--- src/rtl/pwm_meter_pkg.sv ---
// Shared widths, state type and clamp helper for the PWM duty meter.
package pwm_meter_pkg;

  localparam int unsigned CNT_W  = 16;
  localparam int unsigned DUTY_W = 10;
  localparam int unsigned NUM_W  = CNT_W + DUTY_W;
  localparam int unsigned QUOT_W = DUTY_W + 1;

  localparam logic [DUTY_W-1:0] DUTY_MAX      = 10'd1023;
  localparam logic [3:0]        DIV_LAST_ITER = 4'd10;

  typedef enum logic [0:0] {
    StIdle,
    StMeasure
  } meter_state_e;

  // Quotient 1024 only arises for high == period; saturate it to full scale.
  function automatic logic [DUTY_W-1:0] clamp_duty(input logic [QUOT_W-1:0] q);
    return q[QUOT_W-1] ? DUTY_MAX : q[DUTY_W-1:0];
  endfunction

endpackage

--- src/rtl/duty_divider.sv ---
// Restoring divider: one load cycle, then 11 compare/subtract iterations.
module duty_divider
  import pwm_meter_pkg::*;
(
  input  logic              clk,
  input  logic              reset,
  input  logic              start,
  input  logic [NUM_W-1:0]  numerator,
  input  logic [CNT_W-1:0]  divisor,
  output logic              busy,
  output logic [QUOT_W-1:0] quotient,
  output logic              done
);

  logic              run_q;
  logic              hold_q;
  logic [3:0]        iter_q;
  logic [NUM_W-1:0]  rem_q;
  logic [NUM_W-1:0]  dsh_q;
  logic [QUOT_W-2:0] quot_q;
  logic              fits;

  // Quotient is only meaningful while done is high (final iteration cycle).
  always_comb begin
    fits     = (rem_q >= dsh_q);
    quotient = {quot_q, fits};
    done     = run_q && (iter_q == DIV_LAST_ITER);
    busy     = run_q | hold_q;
  end

  // The result-delivery cycle still reads as busy, so a window ending there is dropped.
  always_ff @(posedge clk or posedge reset) begin
    if (reset) begin
      run_q  <= 1'b0;
      hold_q <= 1'b0;
      iter_q <= '0;
      rem_q  <= '0;
      dsh_q  <= '0;
      quot_q <= '0;
    end else begin
      hold_q <= done;
      if (run_q) begin
        if (fits) begin
          rem_q <= rem_q - dsh_q;
        end
        dsh_q  <= dsh_q >> 1;
        quot_q <= quotient[QUOT_W-2:0];
        iter_q <= iter_q + 4'd1;
        if (done) begin
          run_q <= 1'b0;
        end
      end else if (start && !hold_q) begin
        run_q  <= 1'b1;
        iter_q <= '0;
        rem_q  <= numerator;
        dsh_q  <= {divisor, {DUTY_W{1'b0}}};
        quot_q <= '0;
      end
    end
  end

endmodule

--- src/rtl/pwm_duty_meter.sv ---
// Measures PWM duty as high*1024/period per rising-edge window, with stuck detection.
module pwm_duty_meter
  import pwm_meter_pkg::*;
#(
  parameter logic [CNT_W-1:0] TIMEOUT_CYCLES = 16'd40000
) (
  input  logic              clk,
  input  logic              reset,
  input  logic              pwm_in,
  output logic [DUTY_W-1:0] duty,
  output logic              duty_valid,
  output logic              stuck,
  output logic              overrun
);

  localparam logic [CNT_W-1:0] TimeoutLast = TIMEOUT_CYCLES - 1'b1;

  logic              sync1_q, sync2_q, prev_q;
  logic              rise;
  meter_state_e      state_q, state_d;
  logic [CNT_W-1:0]  period_cnt_q, period_cnt_d;
  logic [CNT_W-1:0]  high_cnt_q, high_cnt_d;
  logic [DUTY_W-1:0] duty_q, duty_d;
  logic              valid_q, valid_d;
  logic              stuck_q, stuck_d;
  logic              overrun_q, overrun_d;
  logic              div_start, div_busy, div_done;
  logic [NUM_W-1:0]  div_num;
  logic [QUOT_W-1:0] div_quot;

  assign rise    = sync2_q & ~prev_q;
  assign div_num = {high_cnt_q, {DUTY_W{1'b0}}};

  duty_divider u_divider (
    .clk       (clk),
    .reset     (reset),
    .start     (div_start),
    .numerator (div_num),
    .divisor   (period_cnt_q),
    .busy      (div_busy),
    .quotient  (div_quot),
    .done      (div_done)
  );

  always_comb begin
    state_d      = state_q;
    period_cnt_d = period_cnt_q;
    high_cnt_d   = high_cnt_q;
    duty_d       = duty_q;
    valid_d      = 1'b0;
    stuck_d      = stuck_q;
    overrun_d    = overrun_q;
    div_start    = 1'b0;

    if (period_cnt_q != TIMEOUT_CYCLES) begin
      period_cnt_d = period_cnt_q + 1'b1;
    end
    if (state_q == StMeasure && sync2_q) begin
      high_cnt_d = high_cnt_q + 1'b1;
    end

    if (div_done) begin
      duty_d  = clamp_duty(div_quot);
      valid_d = 1'b1;
    end

    // Rise cycle is cycle 1 of the next window; a rise beats a coincident timeout.
    if (rise) begin
      period_cnt_d = {{(CNT_W-1){1'b0}}, 1'b1};
      high_cnt_d   = {{(CNT_W-1){1'b0}}, 1'b1};
      stuck_d      = 1'b0;
      state_d      = StMeasure;
      if (state_q == StMeasure) begin
        if (div_busy) begin
          overrun_d = 1'b1;
        end else begin
          div_start = 1'b1;
        end
      end
    end else if (period_cnt_q == TimeoutLast) begin
      stuck_d = 1'b1;
      duty_d  = sync2_q ? DUTY_MAX : '0;
      valid_d = 1'b1;
      state_d = StIdle;
    end
  end

  always_ff @(posedge clk or posedge reset) begin
    if (reset) begin
      sync1_q      <= 1'b0;
      sync2_q      <= 1'b0;
      prev_q       <= 1'b0;
      state_q      <= StIdle;
      period_cnt_q <= '0;
      high_cnt_q   <= '0;
      duty_q       <= '0;
      valid_q      <= 1'b0;
      stuck_q      <= 1'b0;
      overrun_q    <= 1'b0;
    end else begin
      sync1_q      <= pwm_in;
      sync2_q      <= sync1_q;
      prev_q       <= sync2_q;
      state_q      <= state_d;
      period_cnt_q <= period_cnt_d;
      high_cnt_q   <= high_cnt_d;
      duty_q       <= duty_d;
      valid_q      <= valid_d;
      stuck_q      <= stuck_d;
      overrun_q    <= overrun_d;
    end
  end

  assign duty       = duty_q;
  assign duty_valid = valid_q;
  assign stuck      = stuck_q;
  assign overrun    = overrun_q;

endmodule

--- config.mk ---
export PLATFORM = sky130hd
export DESIGN_NAME = pwm_duty_meter
export DESIGN_NICKNAME = d
export VERILOG_FILES = /design/src/rtl/pwm_meter_pkg.sv /design/src/rtl/duty_divider.sv /design/src/rtl/pwm_duty_meter.sv
export SDC_FILE = /design/constraint.sdc
export NUM_CORES = 1
export LEC_CHECK = 0
export BUFFER_PORTS_ARGS = -buffer_cell sky130_fd_sc_hd__buf_2
export CAP_MARGIN = 20
export CORE_MARGIN = 1.5
export CORE_UTILIZATION = 50
export CTS_CLUSTER_DIAMETER = 60
export CTS_CLUSTER_SIZE = 28
export DETAILED_ROUTE_END_ITERATION = 8
export PLACE_DENSITY = 0.66
export SETUP_SLACK_MARGIN = 0.15
export SKIP_LAST_GASP = 1
export SLEW_MARGIN = 0
export SYNTH_ARGS = -nofsm -noshare
export SYNTH_HDL_FRONTEND = slang
export SYNTH_SLANG_ARGS = --single-unit
export TNS_END_PERCENT = 100
--- constraint.sdc ---
create_clock -name clk -period 4.35 [get_ports clk]
set_input_delay 0 -clock clk [delete_from_list [all_inputs] [get_ports clk]]
set_output_delay 0 -clock clk [all_outputs]
set_load 0.01 [all_outputs]
Word level (Yosys, flattened, before mapping):

Index checks and enable logic that the tools add are counted.

* flip-flop bits (word level): 117
* input port bits: 3

* add/sub/neg operators: 4
* order comparisons: 1
* equal/unequal tests: 4
* muxes and demuxes: 31
* bitwise operators: 3
* reductions and logical operators: 10

Operator list (count)
* 2-to-1 mux 26 bit: 5
* 2-to-1 mux 10 bit: 7
* 2-to-1 mux 16 bit: 4
* adder 16 x 1 -> 16 bit (second input constant): 2
* >= comparator 26 bit: 1
* subtractor 26 bit: 1
* equality test 16 bit (second input constant): 1
* inequality test 16 bit (second input constant): 1
* 2-to-1 mux 1 bit: 13
* 2-to-1 mux 4 bit: 2
* nonzero test 2 bit: 4
* adder 4 x 1 -> 4 bit (second input constant): 1
* equality test 4 bit (second input constant): 1
* logical AND 1 bit: 3
* AND reduction 3 bit: 1
* inequality test 2 bit (second input constant): 1
* AND reduction 2 bit: 1
* AND 1 bit: 1
* logical NOT 1 bit: 1
* NOT 1 bit: 1
* bitwise OR 1 bit: 1

Logic depth before layout (Yosys ltp):

Gate-level depths: netlist of run 1.

* depth after elaboration: 7
* depth in mapped cells: 15

Cells and area by module:

A second synthesis of run 1 with hierarchy kept.

* cell total of the unflattened synthesis: 744
* area total of the unflattened synthesis: 6782.8 µm²

By module, submodules not included
* duty_divider: instances 1, cells an instance 509, area an instance 4409.2 µm², sequential area each 1701.6 µm²
* pwm_duty_meter: instances 1, cells an instance 235, area an instance 2373.5 µm², sequential area each 1226.2 µm²

Worst setup path after synthesis of run 1:

No wires, ideal clock.

* kind: flip-flop to flip-flop
* start: register u_divider.rem_q[0]
* end: register u_divider.rem_q[25]
* arrival: 2613 ps
* data required time: 4225 ps
* path slack: 1613 ps
* stages on the path, launching flop included: 14
* path buffers: 1
* clock period less this slack: 2737 ps
* cells stage by stage: dfrtp_1 > inv_1 > ha_1 > inv_1 > fa_1 > a21oi_1 > a21oi_1 > o311ai_1 > a311oi_1 > o21ai_1 > nand2b_1 > a21oi_1 > buf_4 > mux2_2

* word-level cells in the longest chain between the ends: 3

RTL lines
* start, declared: RTL line duty_divider.sv:18 `logic [NUM_W-1:0] rem_q;`
* start signal, assigned: RTL line duty_divider.sv:44 `rem_q <= rem_q - dsh_q;`
* start signal, assigned: RTL line duty_divider.sv:55 `rem_q <= numerator;`
* subtractor 26 bit or >= comparator 26 bit (tied branches): RTL line duty_divider.sv:44, duty_divider.sv:25
* 2-to-1 mux 26 bit or inequality test 2 bit (tied branches)
* 2-to-1 mux 26 bit or AND reduction 2 bit (tied branches)

Several ways; a longest one is shown, not always the timed one. The select of a mux whose other input is x is not followed.
A chain may end at the register's enable or synchronous reset.

Worst setup path in the final report of run 1:

* start: register u_divider.rem_q[0]
* end: register u_divider.rem_q[13]

Same word-level chain as after synthesis.

==> results.ini, run 1 <==
[logic_synthesis]
synth.cell_area_um2=6620
synthArstFlopShare_pct=100
yosysTopAreaCell=dfrtp_1
yosysMostFrequentCell=nand2_1
synth_top_area_share_pct=44.2
yosys_warnings=0
ys_seq_area_share_pct=44.2
yosys-top-cells-area=dfrtp_1 (44%), nand2_1 (6.7%), ha_1 (5.9%), o21ai_0 (5.4%), mux2i_1 (4.5%)
synth_top_flop_cell=dfrtp_1
synth_nets=775
ys_ff_latch=117
synth-edff-count=0
synthCells=740
netlist-cell-type-count=55
syn_area_per_cell_um2=8.95
synth_common_cells=nand2_1 (119), dfrtp_1 (117), o21ai_0 (71)

[setup_path]
cpPeakStageDelay_ns=0.40
critPathTopFamily=compound AO/OA/AOI/OAI gates
worst-endpoint-arrival_ns=3.51
start_kind=flip-flop
path_cells=inv_1 -> ha_1 -> inv_1 -> fa_1 -> a21oi_1 -> a21oi_1 -> o311ai_1 -> a311oi_1 -> o21ai_1 -> nand2b_1 -> a21oi_4 -> buf_4 -> a21oi_1 -> a21o_1
cp_common_cell=a21oi_1
worstPathRequired_ns=4.65
crit_buf_inv=3
slowest_stage=fa_1
path_class=reg2reg
endpoint_kind=flip-flop
cp_max_fo=21

[routing]
drt_iter0_markers=329
via_per_inst=5.58
wl_mm=14.4
drc=0
drt.antenna.violating_nets=0
wl_per_cell_um=15.4
first_pass_iters=5
vias=5214

[grt]
grt_max_degree=81
grt_usage_pct=22.3
grt.overflow.total=0
antenna_found_initial=0
grt_pass1_vias=5261
grt_pass1_wl_mm=25.2

[clocking]
worst_skew_pair.late_latency_ns=0.41
postCtsSetupBuffers=0
cts_resized=0
clk_pin_slew_ns=0.05
cts-root-buf=clkbuf_16
clock-sinks=117
hold_buffers=2
clk_path_buf_depth=2
cts_buffers=17
h-tree-depth=4
cts_tree=yes

[pwr]
p_per_area_nw_per_um2=747
leakagePower_nw=3.39
p_total_mw=5.52
vdd_drop_max_v=0.000371

[die]
io_pins=16
die_h_um=118
rows=41
die-width_um=118
core_um2=12800
die_area_um2=13900
start_util_pct=51.8

[final_layout]
utilization_pct=57.8
final_cells=934
design_area_um2=7390
antenna_cells=0
area_growth_pct=11.6
drive_gt1_share_pct=8.27
final_nets=787

[placed_design]
pre_cts_slack_ns=1.18
placed_area_um2=6880
hpwl_mm=10.1
dp.cells=903
place_congestion=0.945
io_buffer_count=15

[sta]
max_freq_ghz=0.312
hold_violations=0
hold_slack_ns=0.249
slew_viol_final=0
setup-violations-final=0
tightest_slew_ns=0.846
fin_skew_ns=0.00806
fin_crit_sh_pct=73.8
finalWorstSetupSlack_ns=1.14
rsz0062_at_grt=no
relSlewSlack_pct=43.6
tns_ns=0
period_needed_ns=3.21

[run_status]
run_status=completed

[run]
cap_violations=0

[worst_hold_path]
min_path_type=in2reg

## where the power goes
group | switching, mW | total (mW) | internal, mW
sequential | 0.231 | 1.61 | 1.38
combinational | 1.60 | 2.73 | 1.13
clock | 0.452 | 1.18 | 0.725
## flip-flops by register name, summed over array words and instances, names as in the netlist, 4 cells and up
register	cells
duty	10
period_cnt_q	16
high_cnt_q	16
u_divider.iter_q	4
u_divider.quot_q	10
u_divider.rem_q	26
u_divider.dsh_q	26
## cell families after synthesis
logic type | Yosys count | synth area share (%)
AO/OA/AOI/OAI | 183 | 16.7
XOR/XNOR | 45 | 5.95
adder cells (fa/ha/maj) | 32 | 6.16
buffers and inverters | 78 | 4.76
flip-flops | 117 | 44.2
multiplexers | 31 | 4.71
AND/OR/NAND/NOR | 254 | 17.4
## final cells by class
class	count	area [um2]
multi-input cells	545	3400
well taps	172	215
clock inverters	6	32.5
clock buffers	23	458
flip-flops and latches	117	2930
repair buffers	25	175
fillers	1149	5390
inverters	46	175
## layout by cell type (no fill, tap or decap), types with 3 or more instances in the layout
master     Yosys  routed
clkinv_2       0       5
xnor2_1       20      20
and3_1         8       8
o31ai_1       17      17
nor2b_1        6       5
o21ai_1       20      20
nor3_1         7       7
or4_1          3       3
nand2b_1       7       7
and2_1         3       3
buf_2          3      15
a31oi_1        5       5
mux2i_1       30      30
clkbuf_1      23       5
or3_1         13      13
nor2_1        49      49
a211oi_1       6       6
nand4_1        8       8
xor2_1        25      25
a21oi_1       30      29
clkbuf_16      0      17
o21bai_1       3       3
dfrtp_1      117     116
o21ai_0       71      71
ha_1          31      31
inv_1         46      45
nand2_1      119     119
nand3_1       20      20
buf_4          3       7
a21o_1         9       9
## per-layer routing
layer  wire [um]  track usage, %
met2        6940            36.7
met5           0               0
met3         432            4.70
met1        6850            29.2
met4         197            7.62
## final timing paths
check / from / end / slack, ns / cells past startpoint
max: u_divider.rem_q[0]$_DFFE_PP0P_ / u_divider.rem_q[13]$_DFFE_PP0P_ / 1.14 / 14
min: pwm_in / sync1_q$_DFF_PP0_ / 0.25 / 2
max reg2reg: u_divider.rem_q[0]$_DFFE_PP0P_ / u_divider.rem_q[13]$_DFFE_PP0P_ / 1.14 / 14
min reg2reg: sync1_q$_DFF_PP0_ / sync2_q$_DFF_PP0_ / 0.35 / 0
max in group asynchronous: reset / u_divider.rem_q[2]$_DFFE_PP0P_ / 2.91 / 4
min in group asynchronous: reset / u_divider.dsh_q[15]$_DFFE_PP0P_ / 0.32 / 3
Power figures use the tool's default switching activity.
==> run 2, diff against run 1 <==
PLACE_DENSITY = 0.69   (was 0.66)
clock period = 2.7 ns   (was 4.35 ns; I/O delays follow)
==> results.ini, run 2 (same netlist as run 1, synthesis figures left out) <==
[clocking]
cts-root-buf=clkbuf_16
worst_skew_pair.late_latency_ns=0.43
h-tree-depth=4
clk_pin_slew_ns=0.05
cts_tree=yes
cts_buffers=17
clock-sinks=117
clk_path_buf_depth=2

[sta]
setup-violations-final=0
tightest_slew_ns=0.665
fin_crit_sh_pct=98.3
rsz0062_at_grt=yes
relSlewSlack_pct=55.2
slew_viol_final=0
finalWorstSetupSlack_ns=0.0468
max_freq_ghz=0.377
period_needed_ns=2.65
hold_violations=0
fin_skew_ns=0.0140

[run]
cap_violations=0

[placed_design]
place_congestion=0.902
pre_cts_slack_ns=-0.0697
io_buffer_count=15
hpwl_mm=10.8
placed_area_um2=7120

[grt]
grt_usage_pct=24.4
grt_pass1_wl_mm=27.2
grt_pass1_vias=5613
grt_max_degree=49
grt.overflow.total=0
antenna_found_initial=0

[worst_hold_path]
min_path_type=in2async

[final_layout]
final_nets=835
reg_top3=u_divider.dsh_q: 26 flops, u_divider.rem_q: 26 flops
design_area_um2=8250
drive_gt1_share_pct=20.5
most-common-layout-cells=nand2_1 (116), dfrtp_1 (116), o21ai_0 (66)
area_growth_pct=24.6
antenna_cells=0

[run_status]
run_status=completed

[setup_path]
path_class=reg2reg
reg2reg_from=u_divider.dsh_q[12]$_DFFE_PP0P_
endpoint_kind=flip-flop
worst-endpoint-arrival_ns=2.97
worstSetupStartpoint=u_divider.dsh_q[12]$_DFFE_PP0P_
start_kind=flip-flop
worstPathRequired_ns=3.01
reg2regPathDepth=13
r2r_slack_ns=0.05
r2r_end=u_divider.rem_q[13]$_DFFE_PP0P_
cp_max_fo=8

[die]
die-width_um=118
core_um2=12800
die_area_um2=13900
start_util_pct=51.8
io_pins=16
die_h_um=118
rows=41

[routing]
via_per_inst=5.65
drt_iter0_markers=359
drc=0
first_pass_iters=5
drt.antenna.violating_nets=0
wl_per_cell_um=16.7
vias=5561
wl_mm=16.4

[pwr]
p_per_area_nw_per_um2=1350
vdd_drop_max_v=0.000655
leakagePower_nw=3.74
p_total_mw=11.1

[run 2: cell count changes in the layout (fill, tap and decap cells not counted), sizes merged]
cell | before | now
bufinv | 0 | 4
clkinvlp | 1 | 4
clkbuf | 23 | 19
buf | 23 | 71
[run 2: power by group]
part / leakage [nW] / switching [mW] / internal, mW
clock network: 0.299 / 0.833 / 1.56
logic: 1.92 / 3.27 / 2.87
registers: 1.53 / 0.367 / 2.23
[run 2: worst max-delay path by stage]
stage / endpoint / slack [ns] / cells past startpoint
2_1_floorplan: u_divider.rem_q[25]$_DFFE_PP0P_ / 0.16 / 13
3_3_place_gp: u_divider.rem_q[25]$_DFFE_PP0P_ / 0.04 / 12
3_5_place_dp: u_divider.rem_q[19]$_DFFE_PP0P_ / -0.07 / 14
4_1_cts: u_divider.rem_q[25]$_DFFE_PP0P_ / 0.03 / 13
5_1_grt: u_divider.rem_q[8]$_DFFE_PP0P_ / -0.13 / 14
6_report: u_divider.rem_q[13]$_DFFE_PP0P_ / 0.05 / 13
[run 2: cell type report]
type                    instances  area, um2
clock buffers                  19        443
clock inverters                13        180
fillers                      1042       4530
inverters                      46        176
multi-input cells             545       3710
flip-flops and latches        117       2930
well taps                     172        215
repair buffers                 73        596
[run 2: what timing repair did]
item	4_1_cts	5_1_grt
setup endpoints to repair	28	28
setup buffers	7	9
gates resized for setup	26	45
pin swaps	12	17
hold buffers	2	0
hold endpoints to repair	102	0
cloned	2	0
[run 2: critical path: stages, from the launching register on]
cell      delay, ns
dfrtp_1        0.38
inv_2          0.06
ha_4           0.29
nand4_1        0.19
nor3_4         0.30
o311ai_2       0.15
a311oi_1       0.28
o21ai_1        0.09
nand2b_1       0.14
a21oi_4        0.08
buf_12         0.15
buf_6          0.12
buf_16         0.13
a21o_1         0.16
[run 2: routing by layer]
metal,GRT usage [%],share of wire (%),vias up
met5,0,0,-
met4,10.8,2.5,0
met3,4.99,3.4,26
met2,39.0,50,106
met1,31.9,44,2739
li1,-,-,2690
[run 2: per-stage QoR]
stage	std cells	hold slack, ns	setup TNS (ns)	util [%]
after CTS	976	0.120	0	62.2
after global routing	985	0.148	-2.09	64.6
after detailed placement	933	0.00714	-0.543	55.7
after floorplan	740	0.0314	0	-
final	985	0.119	0	64.6
after global placement	933	0.0118	0	55.7
==> run 3, diff against run 2 <==
CTS_CLUSTER_SIZE = not set   (was 28)
PLACE_DENSITY = not set   (was 0.69)
PLACE_DENSITY_LB_ADDON = 0.08   (was not set)
SYNTH_HIERARCHICAL = 1   (was not set)
==> results.ini, run 3 <==
[clocking]
cts-root-buf=clkbuf_16
cts_buffers=17
h-tree-depth=4
clk_pin_slew_ns=0.06
worst_skew_pair.late_latency_ns=0.41
cts_tree=yes
clk_path_buf_depth=2
clock-sinks=117

[routing]
wl_per_cell_um=16.4
drt.antenna.violating_nets=0
first_pass_iters=5
wl_mm=16.1
via_per_inst=5.56
vias=5449
drt_iter0_markers=351
drc=0

[run_status]
run_status=completed

[placed_design]
io_buffer_count=15
hpwl_mm=11.2
placed_area_um2=7140
place_congestion=0.899
pre_cts_slack_ns=-0.0252

[logic_synthesis]
synth-edff-count=0
yosysTopAreaCell=dfrtp_1
ys_ff_latch=117
synth_top_area_share_pct=43.2
yosys_warnings=6
synth_common_cells=dfrtp_1 (117), nand2_1 (85), nor2_1 (77)
yosys-top-cells-area=dfrtp_1 (43%), ha_1 (5.7%), nand2_1 (4.7%), nor2_1 (4.3%), o21ai_0 (3.8%)
netlist-cell-type-count=67
yosysMostFrequentCell=dfrtp_1
syn_area_per_cell_um2=9.12
synthCells=744
synthArstFlopShare_pct=100
synth.cell_area_um2=6780
synth_top_flop_cell=dfrtp_1
ys_seq_area_share_pct=43.2

[sta]
setup-violations-final=0
max_freq_ghz=0.384
relSlewSlack_pct=38.5
fin_skew_ns=0.00954
fin_crit_sh_pct=96.4
rsz0062_at_grt=yes
period_needed_ns=2.60
slew_viol_final=0
tightest_slew_ns=0.922
hold_slack_ns=0.0536
hold_violations=0
finalWorstSetupSlack_ns=0.0975

[final_layout]
reg_top3=u_divider/dsh_q: 26 flops, u_divider/rem_q: 26 flops
fillers=1155
design_area_um2=8220
most-common-layout-cells=dfrtp_1 (116), nand2_1 (83), nor2_1 (63)
area_growth_pct=21.2
final_common_cell=dfrtp_1
antenna_cells=0
drive_gt1_share_pct=22.3
final_nets=826

[grt]
grt_pass1_vias=5347
antenna_found_initial=0
grt_pass1_wl_mm=26.4
grt.overflow.total=0
grt_usage_pct=23.5
grt_max_degree=65

[pwr]
p_per_area_nw_per_um2=1300
vdd_drop_max_v=0.000639
leakagePower_nw=3.57

[die]
io_pins=16
die-width_um=119
start_util_pct=51.2
die_h_um=119
die_area_um2=14300
rows=42
core_um2=13200

[setup_path]
start_kind=flip-flop
endpoint_kind=flip-flop
worstPathRequired_ns=2.99
path_class=reg2reg
worst-endpoint-arrival_ns=2.89
cp_max_fo=7

[worst_hold_path]
min_path_type=in2async

[run]
cap_violations=0

[run 3: power breakdown]
group | switching, mW | internal [mW] | leakage [nW]
clock | 0.767 | 1.73 | 0.324
sequential | 0.416 | 2.26 | 1.50
combinational | 3.01 | 2.53 | 1.75
[run 3: path summary, 6_finish.rpt]
kind                                                 start                               to  slack (ns)  cells past startpoint
max                        u_divider/rem_q[12]$_DFFE_PP0P_  u_divider/rem_q[20]$_DFFE_PP0P_         0.1                      8
min                                                  reset                duty[8]$_DFF_PP0_        0.05                      3
max reg2reg                u_divider/rem_q[12]$_DFFE_PP0P_  u_divider/rem_q[20]$_DFFE_PP0P_         0.1                      8
min reg2reg                              sync1_q$_DFF_PP0_                sync2_q$_DFF_PP0_        0.35                      0
max in group asynchronous                            reset  u_divider/rem_q[25]$_DFFE_PP0P_        1.57                      4
min in group clk                                    pwm_in                sync1_q$_DFF_PP0_        0.23                      2
[run 3: area by class of cell]
class / count / area (um2) / area share [%]
Clock buffer: 24 / 492 / 5.98
Clock inverter: 8 / 169 / 2.06
Inverter: 49 / 184 / 2.24
Multi-Input combinational cell: 553 / 3770 / 45.8
Sequential cell: 117 / 2930 / 35.7
Tap cell: 176 / 220 / 2.68
Timing Repair Buffer: 53 / 455 / 5.54
[run 3: worst max-delay path, stage by stage, from the launching register on]
cell and delay, ns:
dfrtp_1 0.41, ha_2 0.41, and4_4 0.25, and2_1 0.18
and2b_1 0.24, a211oi_4 0.09, o2111ai_2 0.26, o311a_4 0.31
mux2_4 0.31
[run 3: layer usage]
| layer | track usage [%] | part of all wire (%) | wire length [um] |
|---|---|---|---|
| met1 | 30.9 | 46 | 7440 |
| met2 | 38.0 | 47 | 7590 |
| met3 | 4.74 | 3.5 | 570 |
| met4 | 9.52 | 3.0 | 476 |
| met5 | 0 | 0 | 0 |
[run 3: through the flow]
step	power [mW]	setup TNS [ns]	utilization [%]	cells
floorplan	6.22	0	-	753
global placement	7.11	0	53.9	933
detailed placement	7.23	-0.0799	53.9	933
CTS	10.2	0	60.4	973
global route	11.5	-0.279	62.1	980
finish	10.7	0	62.1	980
[run 3: timing repair]
item	4_1_cts	5_1_grt
buffers inserted	5	5
endpoints found under the hold margin	91	0
resized for setup	23	39
cloned	1	2
pin swaps	10	15
hold buffers	2	0
endpoints found under the setup margin	27	28
[run 3: cell families (layout without fill, tap and decap cells)]
| family | after synthesis | in the layout | synth area share (%) |
|---|---|---|---|
| xor gates and xnor gates | 40 | 40 | 5.17 |
| DFF | 117 | 117 | 43.2 |
| and+or+nand+nor | 244 | 244 | 17.1 |
| AOI/OAI and AO/OA | 204 | 205 | 19.8 |
| buffers and inverters | 84 | 134 | 5.42 |
| muxes | 22 | 22 | 3.28 |
| adders and majority gates | 32 | 32 | 6.01 |
| other | 1 | 10 | 0.0553 |
